$ cat config.mk
export PLATFORM = sky130hd
export DESIGN_NAME = soc_uart_slave
export DESIGN_NICKNAME = d
export VERILOG_FILES = /design/src/rtl/soc_uart_slave.sv
export SDC_FILE = /design/constraint.sdc
export NUM_CORES = 1
export LEC_CHECK = 0
export BUFFER_PORTS_ARGS = -buffer_cell sky130_fd_sc_hd__buf_4
export CAP_MARGIN = 20
export CORE_MARGIN = 2
export CORE_UTILIZATION = 53
export DETAILED_ROUTE_END_ITERATION = 6
export PLACE_DENSITY_LB_ADDON = 0.08
export SYNTH_ARGS = -nofsm -noshare
export SYNTH_HDL_FRONTEND = slang
export SYNTH_SLANG_ARGS = --single-unit
$ cat constraint.sdc
create_clock -name clk_i -period 4 [get_ports clk_i]
set_input_delay 0.2 -clock clk_i [delete_from_list [all_inputs] [get_ports clk_i]]
set_output_delay 0.2 -clock clk_i [all_outputs]
set_load 0.01 [all_outputs]
$ cat src/rtl/soc_uart_slave.sv
// soc_uart_slave: memory-mapped UART (TXDATA/RXDATA/STATUS/BAUD_DIV) on the core data bus, with a small TX FIFO.
// Latency: zero-wait grant; response (rvalid/rdata) one cycle after every granted request.
// Backpressure: none on the bus; TX pushes into a full FIFO are dropped and flagged in tx_ovf.
// Optional even parity bit in both directions: define SOC_UART_PARITY_EN.
module soc_uart_slave #(
    parameter logic [15:0] DEFAULT_BAUD_DIV = 16'd433,
    parameter int          TX_FIFO_DEPTH    = 4
) (
    input  logic        clk_i,
    input  logic        rst_i,
    input  logic        data_req,
    input  logic [31:0] data_addr,
    input  logic        data_we,
    input  logic [3:0]  data_be,
    input  logic [31:0] data_wdata,
    output logic        data_gnt,
    output logic        data_rvalid,
    output logic [31:0] data_rdata,
    input  logic        UART0_rx,
    output logic        UART0_tx
);
    localparam int AW = $clog2(TX_FIFO_DEPTH);

    typedef enum logic [2:0] {
        S_IDLE, S_START, S_DATA, S_STOP
`ifdef SOC_UART_PARITY_EN
        , S_PARITY
`endif
    } uart_state_t;

    // Bus decode: only addr[3:2] selects a register.
    logic [1:0] reg_sel;
    logic       wr_en, rd_en, tx_push_req, rx_read, stat_clr;
    logic [3:0] clr;
    logic       unused_bits;
    assign reg_sel     = data_addr[3:2];
    assign data_gnt    = data_req & ~rst_i;
    assign wr_en       = data_req & data_we;
    assign rd_en       = data_req & ~data_we;
    assign tx_push_req = wr_en && reg_sel == 2'd0 && data_be[0];
    assign rx_read     = rd_en && reg_sel == 2'd1;
    assign stat_clr    = wr_en && reg_sel == 2'd2 && data_be[0];
    assign clr         = stat_clr ? data_wdata[7:4] : 4'h0;
    assign unused_bits = ^{data_addr[31:4], data_addr[1:0], data_be[3:2], data_wdata[31:16]};

    logic [15:0] baud_div;
    logic [7:0]  rx_byte;
    logic        rx_valid, rx_ovr, frame_err, parity_err, tx_ovf;

    // TX FIFO: pointers carry an extra wrap bit to tell full from empty.
    logic [7:0]  fifo_mem [TX_FIFO_DEPTH];
    logic [AW:0] wr_ptr, rd_ptr;
    logic        fifo_full, fifo_empty, fifo_push, tx_pop, tx_ovf_set;
    assign fifo_empty = wr_ptr == rd_ptr;
    assign fifo_full  = (wr_ptr[AW-1:0] == rd_ptr[AW-1:0]) && (wr_ptr[AW] != rd_ptr[AW]);
    // A pop in the same cycle frees the slot, so a push into a full FIFO is then still accepted.
    assign fifo_push  = tx_push_req && (!fifo_full || tx_pop);
    assign tx_ovf_set = tx_push_req && fifo_full && !tx_pop;

    // FIFO storage write; no reset needed, validity is tracked by the pointers.
    always_ff @(posedge clk_i) begin
        if (fifo_push) fifo_mem[wr_ptr[AW-1:0]] <= data_wdata[7:0];
    end

    // FIFO pointer update.
    always_ff @(posedge clk_i or posedge rst_i) begin
        if (rst_i) begin
            wr_ptr <= '0;
            rd_ptr <= '0;
        end else begin
            if (fifo_push) wr_ptr <= wr_ptr + (AW+1)'(1);
            if (tx_pop)    rd_ptr <= rd_ptr + (AW+1)'(1);
        end
    end

    // TX FSM: each bit lasts tx_len+1 clocks; tx_len is reloaded from baud_div at every bit boundary.
    uart_state_t tx_state, tx_state_n;
    logic [15:0] tx_cnt, tx_cnt_n, tx_len, tx_len_n;
    logic [2:0]  tx_bit, tx_bit_n;
    logic [7:0]  tx_shift, tx_shift_n;
    logic        tx_line, tx_tick;
    assign tx_tick  = tx_cnt == tx_len;
    assign UART0_tx = tx_line;

    // TX state register.
    always_ff @(posedge clk_i or posedge rst_i) begin
        if (rst_i) begin
            tx_state <= S_IDLE;
            tx_cnt   <= '0;
            tx_len   <= '0;
            tx_bit   <= '0;
            tx_shift <= '0;
        end else begin
            tx_state <= tx_state_n;
            tx_cnt   <= tx_cnt_n;
            tx_len   <= tx_len_n;
            tx_bit   <= tx_bit_n;
            tx_shift <= tx_shift_n;
        end
    end

    // TX next-state, FIFO pop and serial line level.
    always_comb begin
        tx_state_n = tx_state;
        tx_cnt_n   = tx_cnt + 16'd1;
        tx_len_n   = tx_len;
        tx_bit_n   = tx_bit;
        tx_shift_n = tx_shift;
        tx_pop     = 1'b0;
        tx_line    = 1'b1;
        case (tx_state)
            S_IDLE: begin
                tx_cnt_n = '0;
                if (!fifo_empty) begin
                    tx_pop     = 1'b1;
                    tx_shift_n = fifo_mem[rd_ptr[AW-1:0]];
                    tx_len_n   = baud_div;
                    tx_state_n = S_START;
                end
            end
            S_START: begin
                tx_line = 1'b0;
                if (tx_tick) begin
                    tx_cnt_n   = '0;
                    tx_len_n   = baud_div;
                    tx_bit_n   = '0;
                    tx_state_n = S_DATA;
                end
            end
            S_DATA: begin
                tx_line = tx_shift[tx_bit];
                if (tx_tick) begin
                    tx_cnt_n = '0;
                    tx_len_n = baud_div;
                    tx_bit_n = tx_bit + 3'd1;
`ifdef SOC_UART_PARITY_EN
                    if (tx_bit == 3'd7) tx_state_n = S_PARITY;
`else
                    if (tx_bit == 3'd7) tx_state_n = S_STOP;
`endif
                end
            end
`ifdef SOC_UART_PARITY_EN
            S_PARITY: begin
                tx_line = ^tx_shift;
                if (tx_tick) begin
                    tx_cnt_n   = '0;
                    tx_len_n   = baud_div;
                    tx_state_n = S_STOP;
                end
            end
`endif
            S_STOP: begin
                if (tx_tick) begin
                    tx_cnt_n = '0;
                    tx_len_n = baud_div;
                    if (!fifo_empty) begin
                        tx_pop     = 1'b1;
                        tx_shift_n = fifo_mem[rd_ptr[AW-1:0]];
                        tx_state_n = S_START;
                    end else begin
                        tx_state_n = S_IDLE;
                    end
                end
            end
            default: tx_state_n = S_IDLE;
        endcase
    end

    // RX synchronizer plus one edge-detect flop; idle line level is 1.
    logic rx_s1, rx_s2, rx_prev, rx_fall;
    assign rx_fall = rx_prev & ~rx_s2;
    always_ff @(posedge clk_i or posedge rst_i) begin
        if (rst_i) begin
            rx_s1   <= 1'b1;
            rx_s2   <= 1'b1;
            rx_prev <= 1'b1;
        end else begin
            rx_s1   <= UART0_rx;
            rx_s2   <= rx_s1;
            rx_prev <= rx_s2;
        end
    end

    // RX FSM: start bit sampled at half a bit, later bits one full bit apart.
    uart_state_t rx_state, rx_state_n;
    logic [15:0] rx_cnt, rx_cnt_n, rx_len, rx_len_n;
    logic [16:0] rx_half, rx_cnt1;
    logic [2:0]  rx_bit, rx_bit_n;
    logic [7:0]  rx_shift, rx_shift_n;
    logic        rx_done, rx_ferr, rx_perr, rx_tick;
    assign rx_half = ({1'b0, rx_len} + 17'd1) >> 1;
    assign rx_cnt1 = {1'b0, rx_cnt} + 17'd1;
    assign rx_tick = rx_cnt == rx_len;

    // RX state register.
    always_ff @(posedge clk_i or posedge rst_i) begin
        if (rst_i) begin
            rx_state <= S_IDLE;
            rx_cnt   <= '0;
            rx_len   <= '0;
            rx_bit   <= '0;
            rx_shift <= '0;
        end else begin
            rx_state <= rx_state_n;
            rx_cnt   <= rx_cnt_n;
            rx_len   <= rx_len_n;
            rx_bit   <= rx_bit_n;
            rx_shift <= rx_shift_n;
        end
    end

    // RX next-state and completion/error strobes.
    always_comb begin
        rx_state_n = rx_state;
        rx_cnt_n   = rx_cnt + 16'd1;
        rx_len_n   = rx_len;
        rx_bit_n   = rx_bit;
        rx_shift_n = rx_shift;
        rx_done    = 1'b0;
        rx_ferr    = 1'b0;
        rx_perr    = 1'b0;
        case (rx_state)
            S_IDLE: begin
                rx_cnt_n = '0;
                if (rx_fall) begin
                    rx_len_n   = baud_div;
                    rx_state_n = S_START;
                end
            end
            S_START: begin
                if (rx_cnt1 >= rx_half) begin
                    rx_cnt_n   = '0;
                    rx_len_n   = baud_div;
                    rx_bit_n   = '0;
                    rx_state_n = rx_s2 ? S_IDLE : S_DATA;
                end
            end
            S_DATA: begin
                if (rx_tick) begin
                    rx_cnt_n   = '0;
                    rx_len_n   = baud_div;
                    rx_shift_n = {rx_s2, rx_shift[7:1]};
                    rx_bit_n   = rx_bit + 3'd1;
`ifdef SOC_UART_PARITY_EN
                    if (rx_bit == 3'd7) rx_state_n = S_PARITY;
`else
                    if (rx_bit == 3'd7) rx_state_n = S_STOP;
`endif
                end
            end
`ifdef SOC_UART_PARITY_EN
            S_PARITY: begin
                if (rx_tick) begin
                    rx_cnt_n   = '0;
                    rx_len_n   = baud_div;
                    rx_perr    = rx_s2 != ^rx_shift;
                    rx_state_n = S_STOP;
                end
            end
`endif
            S_STOP: begin
                if (rx_tick) begin
                    rx_done    = 1'b1;
                    rx_ferr    = ~rx_s2;
                    rx_state_n = S_IDLE;
                end
            end
            default: rx_state_n = S_IDLE;
        endcase
    end

    // Status flags and RX holding register; a new event wins over a same-cycle clear.
    always_ff @(posedge clk_i or posedge rst_i) begin
        if (rst_i) begin
            rx_byte    <= '0;
            rx_valid   <= 1'b0;
            rx_ovr     <= 1'b0;
            frame_err  <= 1'b0;
            parity_err <= 1'b0;
            tx_ovf     <= 1'b0;
        end else begin
            rx_ovr     <= (rx_ovr & ~clr[0]) | (rx_done & rx_valid & ~rx_read);
            frame_err  <= (frame_err & ~clr[1]) | (rx_done & rx_ferr);
            parity_err <= (parity_err & ~clr[2]) | rx_perr;
            tx_ovf     <= (tx_ovf & ~clr[3]) | tx_ovf_set;
            if (rx_done) begin
                rx_byte  <= rx_shift;
                rx_valid <= 1'b1;
            end else if (rx_read) begin
                rx_valid <= 1'b0;
            end
        end
    end

    // Baud divider, byte-lane writable.
    always_ff @(posedge clk_i or posedge rst_i) begin
        if (rst_i) begin
            baud_div <= DEFAULT_BAUD_DIV;
        end else if (wr_en && reg_sel == 2'd3) begin
            if (data_be[0]) baud_div[7:0]  <= data_wdata[7:0];
            if (data_be[1]) baud_div[15:8] <= data_wdata[15:8];
        end
    end

    logic [7:0]  status;
    logic [31:0] rd_mux;
    assign status = {tx_ovf, parity_err, frame_err, rx_ovr, rx_valid,
                     tx_state != S_IDLE, fifo_empty, fifo_full};

    // Read data mux.
    always_comb begin
        rd_mux = 32'h0;
        case (reg_sel)
            2'd1:    rd_mux = {24'h0, rx_byte};
            2'd2:    rd_mux = {24'h0, status};
            2'd3:    rd_mux = {16'h0, baud_div};
            default: rd_mux = 32'h0;
        endcase
    end

    // Bus response: one-cycle rvalid, rdata zero except in read responses.
    always_ff @(posedge clk_i or posedge rst_i) begin
        if (rst_i) begin
            data_rvalid <= 1'b0;
            data_rdata  <= 32'h0;
        end else begin
            data_rvalid <= data_req;
            data_rdata  <= rd_en ? rd_mux : 32'h0;
        end
    end
endmodule

== After elaboration in Yosys (flattened, before gate mapping) ==
Memory sizes are Yosys's and may differ from the RTL's.
Cells that the tools add are included.

* Reduce and logical (&&, ||, !) cells: 34
* Magnitude comparators: 2
* Eq/ne operators: 27
* Mux-type cells: 52
* Add/sub/neg operators: 8
* Bitwise operators: 22

{| class="wikitable"
|+ Operators with widths
! cell !! count
|-
| $pmux W16 S3 || 3
|-
| $mux W16 || 8
|-
| $pmux W16 S2 || 2
|-
| $mux W3 || 14
|-
| $add A16 B1 Y17 const B || 2
|-
| $add A16 B1 Y16 const B || 2
|-
| $eq A16 B16 Y1 || 2
|-
| $mux W32 || 1
|-
| $pmux W3 S4 || 2
|-
| $ne A2 B2 Y1 const B || 10
|-
| $ge A17 B16 Y1 || 1
|-
| $mux W8 || 2
|-
| $pmux W8 S2 || 1
|-
| $add A3 B1 Y3 const B || 4
|-
| $eq A3 B2 Y1 const B || 4
|-
| $mux W1 || 12
|-
| $pmux W3 S2 || 2
|-
| $and A1 B1 Y1 || 11
|-
| $logic_and A1 B1 Y1 || 10
|-
| $reduce_and A5 Y1 || 2
|-
| $reduce_bool A2 Y1 || 5
|-
| $reduce_and A3 Y1 || 3
|-
| $not A1 Y1 || 8
|-
| $reduce_and A2 Y1 || 4
|-
| 21 further kinds || 30
|}

* Flip-flop bits (word level): 163
* Bits of input ports: 73
* Memories kept: 1
* Output and inout port bits: 35
* Word-level logic and storage cells: 171
* RAM bits: 32

{| class="wikitable"
|+ Memories
! name !! words !! bits a word !! rd ports !! clocked after memory_dff !! wr ports !! RTL line !! RTL
|-
| fifo_mem || 4 || 8 || 1 || 0 || 1 || 51 || <nowiki>logic [7:0] fifo_mem [TX_FIFO_DEPTH];</nowiki>
|}

== Longest topological paths before layout ==
* Depth in word-level cells: 8
* Gate-level depth with buffers: 16
* Gate-level depth less buffers: 14

== Worst setup path before layout ==
OpenSTA, ideal clock, no wires.

* Path type: register to register
* Start point: register rx_cnt[0]
* End point: register rx_len[0]
* Slack: 0.822 ns
* Data required time: 3.875 ns
* Path buffers: 1
* Stages on the path, launching flop included: 15
* Arrival: 3.053 ns
* Setup time: 0.125 ns
* Period minus slack after synthesis: 3.178 ns
* Cells stage by stage: dfrtp_1 > ha_1 > nand2_1 > nor2_1 > and3_1 > xor2_1 > ha_1 > a21o_1 > a21oi_1 > o221a_2 > o21ai_0 > a21boi_4 > o2bb2ai_4 > buf_6 > mux2_2

* Longest elaborated chain between the ends: 4
* Elaborated cells on any way between the ends: 6
* Classes of those cells: add/sub: 1; order compare: 1; eq/ne: 3; reduce/logical: 1

{| class="wikitable"
|+ RTL lines
! what !! RTL line !! RTL
|-
| start, declared || 187 || <nowiki>logic [15:0] rx_cnt, rx_cnt_n, rx_len, rx_len_n;</nowiki>
|-
| start signal, assigned || 206 || <nowiki>rx_cnt <= rx_cnt_n;</nowiki>
|-
| $add A16 B1 Y17 || 193 || <nowiki>assign rx_cnt1 = {1'b0, rx_cnt} + 17'd1;</nowiki>
|-
| $ge A17 B16 Y1 || 232 || <nowiki>if (rx_cnt1 >= rx_half) begin</nowiki>
|-
| $ne A2 B2 Y1 (no line) || - ||
|-
| $reduce_and A4 Y1 (no line) * || - ||
|-
| end signal, assigned || 207 || <nowiki>rx_len <= rx_len_n;</nowiki>
|-
| end, declared || 187 ||
|}

Every way passes the cells marked *; elsewhere a longest branch is shown, timed or not.
A chain may end at the register's enable or synchronous reset.

== Final worst setup path ==
* Start point: register rx_cnt[0]
* End point: register rx_len[8]

Same word-level chain as after synthesis.

==> metrics.yaml <==
fp.dieArea_mm2: 0.0171
synth_top_family_by_area: "multiplexers"
rows: 46
clock_latency_ns: 0.43
worstHoldPathType: "in2reg"
antenna_found_initial: 0
slew_viol_final: 0
h-tree-depth: 4
finalHoldViolCount: 0
port-buffer-count: 43
rsz0062_at_grt: "false"
synthCells: 684
grt_pass1_vias: 5523
yosysWarningCount: 0
synth_xor_area_share_pct: 8.23
stdcell_area_mm2: 0.00984
p_leak_nw: 4.30
vdd.ir_drop.worst_mv: 0.389
drv_cap: 0
ys_types: 51
gr-total-overflow: 0
viasPerCell: 5.42
start_util_pct: 54.0
fillers: 1274
drcViolationCount: 0
seq_area_frac_synth_pct: 54.0
reg2reg_depth: 12
path_cells: "ha_1 > nand2_1 > nor2_1 > xor2_1 > ha_1 > a22o_1 > nor4_1 > o221a_2 > o21ai_0 > a21boi_4 > o2bb2ai_4 > mux2_2"
synth-edff-count: 32
arrival_ns: 3.94
die_h_um: 131
synth-seq-cells: 177
finClkSkew_ns: 0.0109
drt-initial-drc-count: 326
crit_path_start: "rx_cnt[0]"
synth_compound_area_share_pct: 5.41
syn_avg_cell_area_um2: 12.5
maxClockFrequency_ghz: 0.276
cts_tree: "done"
io_pins: 108
drive_gt1_share_pct: 24.5
fin_nets: 856
start_kind: "flip-flop"
syn_area_mm2: 0.00852
ff2ff_setup_slack_ns: 0.37
setup.worst_path.class: "reg2reg"
worst_slew_pin_slew_ns: 0.721
ys_async_sr_fraction_pct: 81.9
timing.rr.start: "rx_cnt[0]"
firstDrtPassIters: 5
wl_um: 17100
crit_top_cell: "ha_1"
vias: 5320
cts-root-buf: "clkbuf_16"
synth_flop_cell: "dfrtp_1"
cts_resized: 0
yosys.area_share.simple_pct: 11.3
numCtsBuffers: 17
grt_max_degree: 83
dp_hpwl_um: 12300
finalPower_w: 0.00627
status: "finished, final reports clean"
area_delta_synth_final_pct: 15.6
cp_slowest_cell: "dfrtp_1"
max-slew-margin-rel_pct: 51.6
core_mm2: 0.0158
fin_tns_setup_ns: 0
hold_slack_ns: 0.0419
fp.dieW_um: 131
clockBufferDepth: 2
cts.sinks: 177
fin_crit_sh_pct: 90.6
antenna_cells: 0
endpoint: "rx_len[8]"
path_clk_slew_ns: 0.07
seqCellArea_mm2: 0.00460
cpPeakStageDelay_ns: 0.45
grt_first_pass_wirelength_um: 28000
finalCriticalPeriod_ns: 3.63
wl_per_cell_um: 17.5
place_congestion: 0.896
cp_max_fo: 14
place_area_mm2: 0.00903
synth_mux_area_share_pct: 13.6
timing.rr.end: "rx_len[8]"
ant_nets: 0
track_usage_pct: 21.6
required_ns: 4.31
synth_fa_ha_area_share_pct: 4.54
end_kind: "flip-flop"
multi_input_area_mm2: 0.00373
setup_viol: 0
power_density_mw_per_mm2: 637
[cells in the mapped netlist, types with 3 or more instances]
cell type | count | area, um^2
nand2b_1 | 3 | 18.8
nand4_1 | 18 | 113
xnor2_1 | 55 | 482
xor2_1 | 25 | 219
nor2_1 | 45 | 169
buf_2 | 6 | 30.0
a22o_1 | 3 | 26.3
a21oi_1 | 13 | 65.1
a22oi_1 | 9 | 67.6
mux2_2 | 79 | 890
nand3_1 | 19 | 95.1
and2_1 | 16 | 100
mux4_2 | 10 | 225
nor4_1 | 5 | 31.3
buf_4 | 16 | 120
or3_1 | 4 | 25.0
mux2i_1 | 4 | 40.0
inv_1 | 14 | 52.6
nor2b_1 | 18 | 113
and3_1 | 10 | 62.6
nand2_1 | 41 | 154
edfxtp_1 | 32 | 961
clkbuf_1 | 7 | 26.3
ha_1 | 30 | 375
dfstp_2 | 8 | 210
nor3b_1 | 3 | 22.5
dfrtp_1 | 137 | 3430
nor3_1 | 7 | 35.0
o21ai_0 | 17 | 85.1
[power by group]
part           total (W)  switching [W]  internal [W]
registers        0.00272       0.000502       0.00222
logic            0.00183       0.000835      0.000997
clock network    0.00173       0.000759      0.000966
[cells by family (layout without fill, tap and decap cells)]
| group | after synthesis | after routing |
|---|---|---|
| AO/OA/AOI/OAI | 64 | 64 |
| XOR/XNOR | 80 | 80 |
| adder cells (fa/ha/maj) | 31 | 31 |
| buffers and inverters | 46 | 113 |
| flip-flops | 177 | 177 |
| multiplexers | 93 | 93 |
| other | 1 | 16 |
| AND/OR/NAND/NOR | 192 | 192 |
[worst max-delay path, delay by kind of cell (launching register included)]
family                   cells  cell delay (ns)
adder cells (fa/ha/maj)      2             0.52
AND/OR/NAND/NOR              3             0.68
flip-flops                   1             0.45
multiplexers                 1             0.39
AO/OA/AOI/OAI                5             1.26
XOR/XNOR                     1             0.21
[metrics by stage]
step                std cells  setup slack (ns)  utilization (%)
finish                    982             0.374             62.4
global route              982             0.109             62.4
CTS                       982             0.337             62.4
detailed placement        932             0.382             57.3
global placement          932             0.466             57.3
floorplan                 699             0.822                -
[repair_timing]
| action | in CTS | in global routing |
|---|---|---|
| setup buffers | 0 | 0 |
| endpoints found under the setup margin | 0 | 0 |
| hold endpoints to repair | 61 | 0 |
| hold buffers | 18 | 0 |
[routing by layer]
metal | global-route usage [%] | part of all wire [%] | vias to the layer above
met5 | 0 | 0 | -
met4 | 6.63 | 0.96 | 0
met1 | 29.5 | 45 | 2692
li1 | - | - | 2525
met3 | 5.13 | 3.5 | 12
met2 | 34.7 | 50 | 91
[final cells by class]
| type | instances | share of cell area (%) |
|---|---|---|
| clock buffer | 19 | 4.83 |
| clock inverter | 13 | 1.58 |
| sequential | 177 | 46.7 |
| multi-input combinational | 476 | 37.9 |
| inverter | 14 | 0.572 |
| tap | 216 | 2.75 |
| timing repair buffer | 67 | 5.69 |
[state kept, by name, indices dropped and copies added (netlist names), 8 cells and up]
signal,cells
baud_div,16
rx_shift,8
rx_cnt,16
fifo_mem,32
data_rdata,16
rx_len,16
tx_cnt,16
tx_shift,8
rx_byte,8
tx_len,16
[cell usage in the layout (no fill, tap or decap), drive strengths merged, types with 3 or more instances in the layout]
master / n
a22oi: 9
nand2b: 3
a22o: 3
nand3: 19
clkbuf: 19
nor2: 45
nor3b: 3
and2: 16
and3: 10
conb: 16
mux4: 10
dfrtp: 137
dlygate4sd3: 18
inv: 21
xor2: 25
nor4: 6
nor3: 7
a21oi: 13
nand2: 41
edfxtp: 32
dfstp: 8
ha: 30
o21ai: 18
xnor2: 55
buf: 49
clkinv: 4
mux2i: 4
or3: 4
mux2: 79
nor2b: 18
nand4: 18
[how the worst min path moves through the flow]
stage                              start            end  slack [ns]  cells past startpoint
after floorplan                 UART0_rx          rx_s1        0.20                      0
after global placement             rst_i  data_rdata[1]        0.28                      2
after detailed placement           rst_i  data_rdata[1]        0.29                      2
after CTS                 data_wdata[15]   baud_div[15]        0.02                      2
after global routing      data_wdata[15]   baud_div[15]        0.02                      2
final                     data_wdata[15]   baud_div[15]        0.04                      2
(Power assumes the default switching activity.)
